File: src/rtl/branch_redirect_ctrl_if.sv
// Fetch / execute / predictor-update signal bundle for branch_redirect_ctrl.
// The slave modport is the controller's view; master is the pipeline-side view.
interface branch_redirect_ctrl_if;
  logic        if_valid;
  logic [31:0] if_pc;
  logic [31:0] if_pred_target;
  logic        if_pred_taken;
  logic        if_stall;

  logic        ex_valid;
  logic [31:0] ex_pc;
  logic [31:0] ex_target;
  logic        ex_is_branch;
  logic        ex_taken;
  logic        ex_stall;

  logic        flush;
  logic [31:0] redirect_pc;

  logic        upd_valid;
  logic        upd_ready;
  logic [31:0] upd_pc;
  logic [31:0] upd_target;
  logic        upd_taken;

  modport slave (
    input  if_valid, if_pc, if_pred_target, if_pred_taken,
    input  ex_valid, ex_pc, ex_target, ex_is_branch, ex_taken,
    input  upd_ready,
    output if_stall, ex_stall, flush, redirect_pc,
    output upd_valid, upd_pc, upd_target, upd_taken
  );

  modport master (
    output if_valid, if_pc, if_pred_target, if_pred_taken,
    output ex_valid, ex_pc, ex_target, ex_is_branch, ex_taken,
    output upd_ready,
    input  if_stall, ex_stall, flush, redirect_pc,
    input  upd_valid, upd_pc, upd_target, upd_taken
  );
endinterface

File: src/rtl/branch_redirect_ctrl.sv
// Tracks in-flight branch predictions, detects mispredicts at EX, issues a
// one-cycle flush/redirect and a single-entry BHT update handshake.
module branch_redirect_ctrl #(
  parameter int DEPTH = 4,
  parameter int CNT_W = 16
) (
  input  logic                 clock,
  input  logic                 reset,
  branch_redirect_ctrl_if.slave bus,
  input  logic                 clr_stats,
  output logic [CNT_W-1:0]     br_cnt,
  output logic [CNT_W-1:0]     mp_cnt,
  output logic                 q_err
);

  localparam int AW = (DEPTH > 1) ? $clog2(DEPTH) : 1;
  localparam logic [AW:0] DEPTH_P = (AW+1)'(DEPTH);

  typedef struct packed {
    logic [31:0] pc;
    logic        pred_taken;
    logic [31:0] pred_target;
  } pred_rec_t;

  typedef enum logic {IDLE, UPD_WAIT} state_e;

  pred_rec_t          mem_q [DEPTH];
  logic [AW:0]        wr_ptr_q, wr_ptr_d, rd_ptr_q, rd_ptr_d;
  state_e             state_q, state_d;
  logic               flush_q, flush_d;
  logic [31:0]        redirect_q, redirect_d;
  logic [31:0]        upd_pc_q, upd_pc_d, upd_target_q, upd_target_d;
  logic               upd_taken_q, upd_taken_d;
  logic [CNT_W-1:0]   br_q, br_d, mp_q, mp_d;
  logic               q_err_q, q_err_d;

  logic               fifo_full, fifo_empty, push, pop, ex_accept;
  logic               head_hit, pred_taken_eff, mispredict;
  pred_rec_t          head;

  assign fifo_full  = (wr_ptr_q - rd_ptr_q) == DEPTH_P;
  assign fifo_empty = (wr_ptr_q == rd_ptr_q);
  assign head       = mem_q[rd_ptr_q[AW-1:0]];

  // Full blocks a push even when EX pops in the same cycle.
  assign bus.if_stall = fifo_full || flush_q;
  assign bus.ex_stall = (state_q == UPD_WAIT);
  assign push         = bus.if_valid && !bus.if_stall;
  assign ex_accept    = bus.ex_valid && !bus.ex_stall;
  assign pop          = ex_accept && !fifo_empty;

  // A missing or mismatched head record is treated as a not-taken prediction.
  assign head_hit       = !fifo_empty && (head.pc == bus.ex_pc);
  assign pred_taken_eff = head_hit && head.pred_taken;
  assign mispredict     = (bus.ex_taken != pred_taken_eff) ||
                          (bus.ex_taken && pred_taken_eff && (bus.ex_target != head.pred_target));

  always_comb begin
    // NOTE: every always_comb output gets a default first so no path leaves it unassigned (no latch).
    wr_ptr_d     = wr_ptr_q + (AW+1)'(push);
    rd_ptr_d     = rd_ptr_q + (AW+1)'(pop);
    flush_d      = ex_accept && mispredict;
    redirect_d   = redirect_q;
    state_d      = state_q;
    upd_pc_d     = upd_pc_q;
    upd_target_d = upd_target_q;
    upd_taken_d  = upd_taken_q;
    br_d         = br_q;
    mp_d         = mp_q;
    q_err_d      = q_err_q || (ex_accept && !head_hit);

    // The cycle after a mispredict the whole queue, including any same-cycle push, is dropped.
    if (flush_q) begin
      wr_ptr_d = '0;
      rd_ptr_d = '0;
    end

    if (flush_d)
      redirect_d = bus.ex_taken ? bus.ex_target : bus.ex_pc + 32'd4;

    case (state_q)
      IDLE: begin
        if (ex_accept && bus.ex_is_branch) begin
          state_d      = UPD_WAIT;
          upd_pc_d     = bus.ex_pc;
          upd_target_d = bus.ex_target;
          upd_taken_d  = bus.ex_taken;
        end
      end
      UPD_WAIT: begin
        if (bus.upd_ready)
          state_d = IDLE;
      end
      default: state_d = IDLE;
    endcase

    if (clr_stats) begin
      br_d = '0;
      mp_d = '0;
    end else begin
      if (ex_accept && bus.ex_is_branch && (br_q != '1)) br_d = br_q + CNT_W'(1);
      if (ex_accept && mispredict && (mp_q != '1))       mp_d = mp_q + CNT_W'(1);
    end
  end

  // NOTE: the queue storage has no reset; the pointers alone define which entries are valid.
  always_ff @(posedge clock) begin
    if (push)
      mem_q[wr_ptr_q[AW-1:0]] <= '{pc: bus.if_pc, pred_taken: bus.if_pred_taken,
                                   pred_target: bus.if_pred_target};
  end

  // NOTE: sequential state uses non-blocking assignments so all flops update from pre-edge values.
  always_ff @(posedge clock) begin
    if (reset) begin
      wr_ptr_q     <= '0;
      rd_ptr_q     <= '0;
      state_q      <= IDLE;
      flush_q      <= 1'b0;
      redirect_q   <= '0;
      upd_pc_q     <= '0;
      upd_target_q <= '0;
      upd_taken_q  <= 1'b0;
      br_q         <= '0;
      mp_q         <= '0;
      q_err_q      <= 1'b0;
    end else begin
      wr_ptr_q     <= wr_ptr_d;
      rd_ptr_q     <= rd_ptr_d;
      state_q      <= state_d;
      flush_q      <= flush_d;
      redirect_q   <= redirect_d;
      upd_pc_q     <= upd_pc_d;
      upd_target_q <= upd_target_d;
      upd_taken_q  <= upd_taken_d;
      br_q         <= br_d;
      mp_q         <= mp_d;
      q_err_q      <= q_err_d;
    end
  end

  assign bus.flush       = flush_q;
  assign bus.redirect_pc = redirect_q;
  assign bus.upd_valid   = (state_q == UPD_WAIT);
  assign bus.upd_pc      = upd_pc_q;
  assign bus.upd_target  = upd_target_q;
  assign bus.upd_taken   = upd_taken_q;
  assign br_cnt          = br_q;
  assign mp_cnt          = mp_q;
  assign q_err           = q_err_q;

endmodule
File: src/flat_wrapper.sv
// flat-port wrapper written by rule: the top's interface ports become plain ports
module branch_redirect_ctrl_flat 
#(
  parameter int DEPTH = 4,
  parameter int CNT_W = 16
)
  (clock, reset, clr_stats, br_cnt, mp_cnt, q_err, bus_if_valid, bus_if_pc, bus_if_pred_target, bus_if_pred_taken, bus_ex_valid, bus_ex_pc, bus_ex_target, bus_ex_is_branch, bus_ex_taken, bus_upd_ready, bus_if_stall, bus_ex_stall, bus_flush, bus_redirect_pc, bus_upd_valid, bus_upd_pc, bus_upd_target, bus_upd_taken);
  branch_redirect_ctrl_if bus_i ();
  input  logic clock;
  input  logic reset;
  input  logic clr_stats;
  output logic [CNT_W-1:0] br_cnt;
  output logic [CNT_W-1:0] mp_cnt;
  output logic q_err;
  input wire logic [$bits(bus_i.if_valid)-1:0] bus_if_valid;
  input wire logic [$bits(bus_i.if_pc)-1:0] bus_if_pc;
  input wire logic [$bits(bus_i.if_pred_target)-1:0] bus_if_pred_target;
  input wire logic [$bits(bus_i.if_pred_taken)-1:0] bus_if_pred_taken;
  input wire logic [$bits(bus_i.ex_valid)-1:0] bus_ex_valid;
  input wire logic [$bits(bus_i.ex_pc)-1:0] bus_ex_pc;
  input wire logic [$bits(bus_i.ex_target)-1:0] bus_ex_target;
  input wire logic [$bits(bus_i.ex_is_branch)-1:0] bus_ex_is_branch;
  input wire logic [$bits(bus_i.ex_taken)-1:0] bus_ex_taken;
  input wire logic [$bits(bus_i.upd_ready)-1:0] bus_upd_ready;
  output wire logic [$bits(bus_i.if_stall)-1:0] bus_if_stall;
  output wire logic [$bits(bus_i.ex_stall)-1:0] bus_ex_stall;
  output wire logic [$bits(bus_i.flush)-1:0] bus_flush;
  output wire logic [$bits(bus_i.redirect_pc)-1:0] bus_redirect_pc;
  output wire logic [$bits(bus_i.upd_valid)-1:0] bus_upd_valid;
  output wire logic [$bits(bus_i.upd_pc)-1:0] bus_upd_pc;
  output wire logic [$bits(bus_i.upd_target)-1:0] bus_upd_target;
  output wire logic [$bits(bus_i.upd_taken)-1:0] bus_upd_taken;
  assign bus_i.if_valid = bus_if_valid;
  assign bus_i.if_pc = bus_if_pc;
  assign bus_i.if_pred_target = bus_if_pred_target;
  assign bus_i.if_pred_taken = bus_if_pred_taken;
  assign bus_i.ex_valid = bus_ex_valid;
  assign bus_i.ex_pc = bus_ex_pc;
  assign bus_i.ex_target = bus_ex_target;
  assign bus_i.ex_is_branch = bus_ex_is_branch;
  assign bus_i.ex_taken = bus_ex_taken;
  assign bus_i.upd_ready = bus_upd_ready;
  assign bus_if_stall = bus_i.if_stall;
  assign bus_ex_stall = bus_i.ex_stall;
  assign bus_flush = bus_i.flush;
  assign bus_redirect_pc = bus_i.redirect_pc;
  assign bus_upd_valid = bus_i.upd_valid;
  assign bus_upd_pc = bus_i.upd_pc;
  assign bus_upd_target = bus_i.upd_target;
  assign bus_upd_taken = bus_i.upd_taken;
  branch_redirect_ctrl #(.DEPTH(DEPTH), .CNT_W(CNT_W)) u_core (.clock(clock), .reset(reset), .bus(bus_i), .clr_stats(clr_stats), .br_cnt(br_cnt), .mp_cnt(mp_cnt), .q_err(q_err));
endmodule
File: config.mk
export PLATFORM = sky130hd
export DESIGN_NAME = branch_redirect_ctrl_flat
export DESIGN_NICKNAME = d
export VERILOG_FILES = /design/src/rtl/branch_redirect_ctrl_if.sv /design/src/rtl/branch_redirect_ctrl.sv /design/src/flat_wrapper.sv
export SDC_FILE = /design/constraint.sdc
export NUM_CORES = 1
export LEC_CHECK = 0
export CAP_MARGIN = 30
export CORE_MARGIN = 2
export CORE_UTILIZATION = 45
export DETAILED_ROUTE_END_ITERATION = 6
export GPL_ROUTABILITY_DRIVEN = 1
export GPL_TIMING_DRIVEN = 1
export PLACE_DENSITY = 0.72
export REMOVE_ABC_BUFFERS = 1
export SLEW_MARGIN = 20
export SYNTH_ARGS = -nofsm -noshare
export SYNTH_HDL_FRONTEND = slang
export SYNTH_SLANG_ARGS = --single-unit
File: constraint.sdc
create_clock -name clock -period 6.6 [get_ports clock]
set_input_delay 0.66 -clock clock [delete_from_list [all_inputs] [get_ports clock]]
set_output_delay 0.66 -clock clock [all_outputs]
set_load 0.02 [all_outputs]
==> results.py <==
metrics = {
    "sta": {
        "worst_slack_ns": 1.43,
        "min_period_over_period_pct": 78.4,
        "hold_viol": 0,
        "tightestPinTransition_ns": 0.924,
        "finalWorstPathRequiredPeriod_ns": 5.17,
        "rsz0062_at_grt": "false",
        "max_freq_mhz": 193,
        "slew_viol_final": 0,
        "finalClockSkew_ns": 0.0223,
        "slew-limit-headroom_pct": 38.4,
        "final-setup-viol-count": 0,
    },
    "synth": {
        "synth-main-ff-cell": "edfxtp_1",
        "number_of_enable_flip_flop_cells_after_synthesis": 260,
        "async_reset_ff_share_pct": 0,
        "mappedNetlistArea_sq_um": 16200,
        "netlist-cell-type-count": 45,
        "netlist_instances": 1223,
        "ys_seq_area_share_pct": 65.1,
        "ys_seq_elements": 398,
        "yosysWarnings": 0,
        "synth_area_per_cell_sq_um": 13.3,
    },
    "detailed_routing": {
        "num_vias": 10800,
        "detail_route.drc_violations": 0,
        "firstDrtPassIters": 6,
        "route.detailed.vias_per_inst": 5.47,
        "wl_per_cell_um": 21.4,
        "detail_route.iter0.violations": 754,
        "overall_routed_net_length_um": 42400,
        "antenna_violating_nets_post_route": 0,
    },
    "layout": {
        "layout-drive-gt1-share_pct": 10.5,
        "nNetsFinal": 1630,
        "post-route-util_pct": 58.2,
        "synthToLayoutAreaGrowth_pct": 27.6,
    },
    "pwr": {
        "vdd_ir_drop_max_mv": 0.219,
        "p_per_area_nw_per_um2": 285,
        "cellLeakagePower_nw": 6.68,
    },
    "setup_path": {
        "critical_path.max_fanout": 42,
        "worstPathRequired_ns": 7.04,
        "launching_element_of_the_worst_setup_path": "u_core.rd_ptr_q[0]",
        "kind_of_start_point_of_the_critical_path": "register",
        "critical_path.reg2reg.startpoint": "u_core.rd_ptr_q[0]",
        "crit_path_end_kind": "register",
        "worst-setup-path-type": "reg -> reg",
        "critPathArrivalTime_ns": 5.62,
    },
    "clock_network": {
        "cts.clk_slew.worst_paths_ns": 0.06,
        "ctsRootBufferMaster": "clkbuf_16",
        "tritoncts": "yes",
        "maximum_root_to_sink_buffer_count": 3,
        "ctsHoldBuffers": 0,
        "worstSkewPairLatency_ns": 0.53,
        "post-cts-setup-buffer-count": 0,
        "cts_buffers": 42,
        "cts-htree-levels": 2,
        "post_cts_repair_resize_count": 0,
        "cts_num_sinks": 398,
    },
    "floorplanning": {
        "design.portCount": 271,
        "die_y_um": 194,
        "core.rowCount": 69,
        "floorplan_core_area_sq_um": 35600,
        "die_width_um": 194,
        "die_area_sq_um": 37600,
        "floorplan.initialDensity_pct": 45.6,
    },
    "global_routing": {
        "grt.overflow.total": 0,
        "groute.usage.overall_pct": 22.3,
        "first_global_vias": 10700,
        "wire_length_of_the_first_global_routing_pass_um": 64300,
        "grt_max_degree": 69,
        "antenna_found_initial": 1,
    },
    "placement": {
        "routabilityCongestion": 0.814,
        "dp.final_hpwl_um": 29400,
        "placement.setup.worst_slack_ns": 1.48,
        "total_of_buffers_placed_on_input_and_output_ports": 270,
    },
    "min_path": {
        "hold_start": "u_core.bus.redirect_pc[31]",
        "min_path_type": "reg -> reg",
    },
    "flow_run": {
        "cap_viol_max_count": 0,
    },
    "status": {
        "status": "complete, no violations",
    },
}
-- final timing paths --
check                                to  slack (ns)  cells past startpoint
min          u_core.bus.redirect_pc[31]        0.45                      2
max           u_core.bus.redirect_pc[4]        1.43                     14
max reg2reg   u_core.bus.redirect_pc[4]        1.43                     14
min reg2reg  u_core.bus.redirect_pc[31]        0.45                      2
-- cell usage after synthesis (all sizes together), types with 25 or more instances --
cell type,instances,area share (%)
dfxtp,138,17
edfxtp,260,48
clkbuf,44,1.0
nand4,26,1.0
nand2,219,5.1
buf,25,0.95
xnor2,88,4.7
nand3,28,0.86
mux4,64,8.9
a21oi,104,3.2
nor2,40,0.93
o21ai,31,0.96
-- logic make-up (layout without fill, tap and decap cells) --
family	Yosys count	in the layout	share of synthesized area, %
compound gates	158	158	5.26
xor+xnor	110	110	5.94
fa+ha+maj	10	10	0.771
buf+inv	79	372	2.20
flops	398	398	65.1
mux	76	76	9.62
other cells	0	1	0
simple gates	392	392	11.1
-- layout by cell type (no fill, tap or decap), types with 15 or more instances in the layout --
cell type	instances
nand4_1	26
a21oi_1	104
clkdlybuf4s50_1	268
xor2_1	22
clkbuf_16	44
nand2_1	218
xnor2_1	88
dfxtp_1	136
nor2_1	39
buf_4	15
o21ai_0	28
edfxtp_1	260
nand3_1	28
mux4_2	64
-- through the flow --
stage	std cells	instance area (sq um)	setup TNS (ns)	hold WS (ns)	power (W)
floorplan	1154	15900	-198.72	0.524	0.00334
global placement	1899	19300	0	0.441	0.00365
detailed placement	1900	19400	0	0.446	0.00367
CTS	1977	20700	0	0.454	0.00596
global route	1977	20700	0	0.468	0.00612
finish	1978	20700	0	0.453	0.00591
-- layout make-up --
cell class	instances	area (sq um)
Fill cell	2846	14900
Sequential cell	398	10600
Multi-Input combinational cell	746	5340
Timing Repair Buffer	285	2830
Clock buffer	64	1240
Tap cell	461	577
Clock inverter	13	119
Inverter	10	37.5
Antenna cell	1	2.50
-- per-layer routing --
| layer | GRT usage [%] | vias to the layer above | wire length, um | share of wire, % |
|---|---|---|---|---|
| met3 | 4.30 | 70 | 3040 | 7.2 |
| li1 | - | 5007 | - | - |
| met1 | 30.1 | 5349 | 17700 | 42 |
| met5 | 0 | - | 12 | 0.028 |
| met2 | 37.1 | 397 | 20500 | 48 |
| met4 | 6.37 | 2 | 1100 | 2.6 |
-- sequential cells by signal (all words and copies together), names as in the netlist --
signal,cells
u_core.br_cnt,16
u_core.bus.ex_stall,1
u_core.bus.flush,1
u_core.bus.redirect_pc,32
u_core.bus.upd_pc,32
u_core.bus.upd_taken,1
u_core.bus.upd_target,32
u_core.mem_q,260
u_core.mp_cnt,16
u_core.q_err,1
u_core.rd_ptr_q,3
u_core.wr_ptr_q,3
-- power breakdown --
| part | switching (W) | internal [W] |
|---|---|---|
| clock network | 0.000930 | 0.00137 |
| logic | 0.000382 | 0.000367 |
| registers | 0.0000686 | 0.00279 |
-- worst max-delay path, stage by stage (launching register included) --
cell	delay, ns
dfxtp_4	0.90
mux4_2	0.61
xnor2_1	0.17
nand4_1	0.16
nor3_1	0.31
nand3_1	0.27
nor2b_1	0.19
ha_1	0.27
nor2_1	0.15
a22oi_1	0.11
nor4_1	0.61
a31o_2	0.64
buf_4	0.39
nand2_1	0.09
a21oi_1	0.15
No activity file was read; power rests on OpenSTA's default activity.
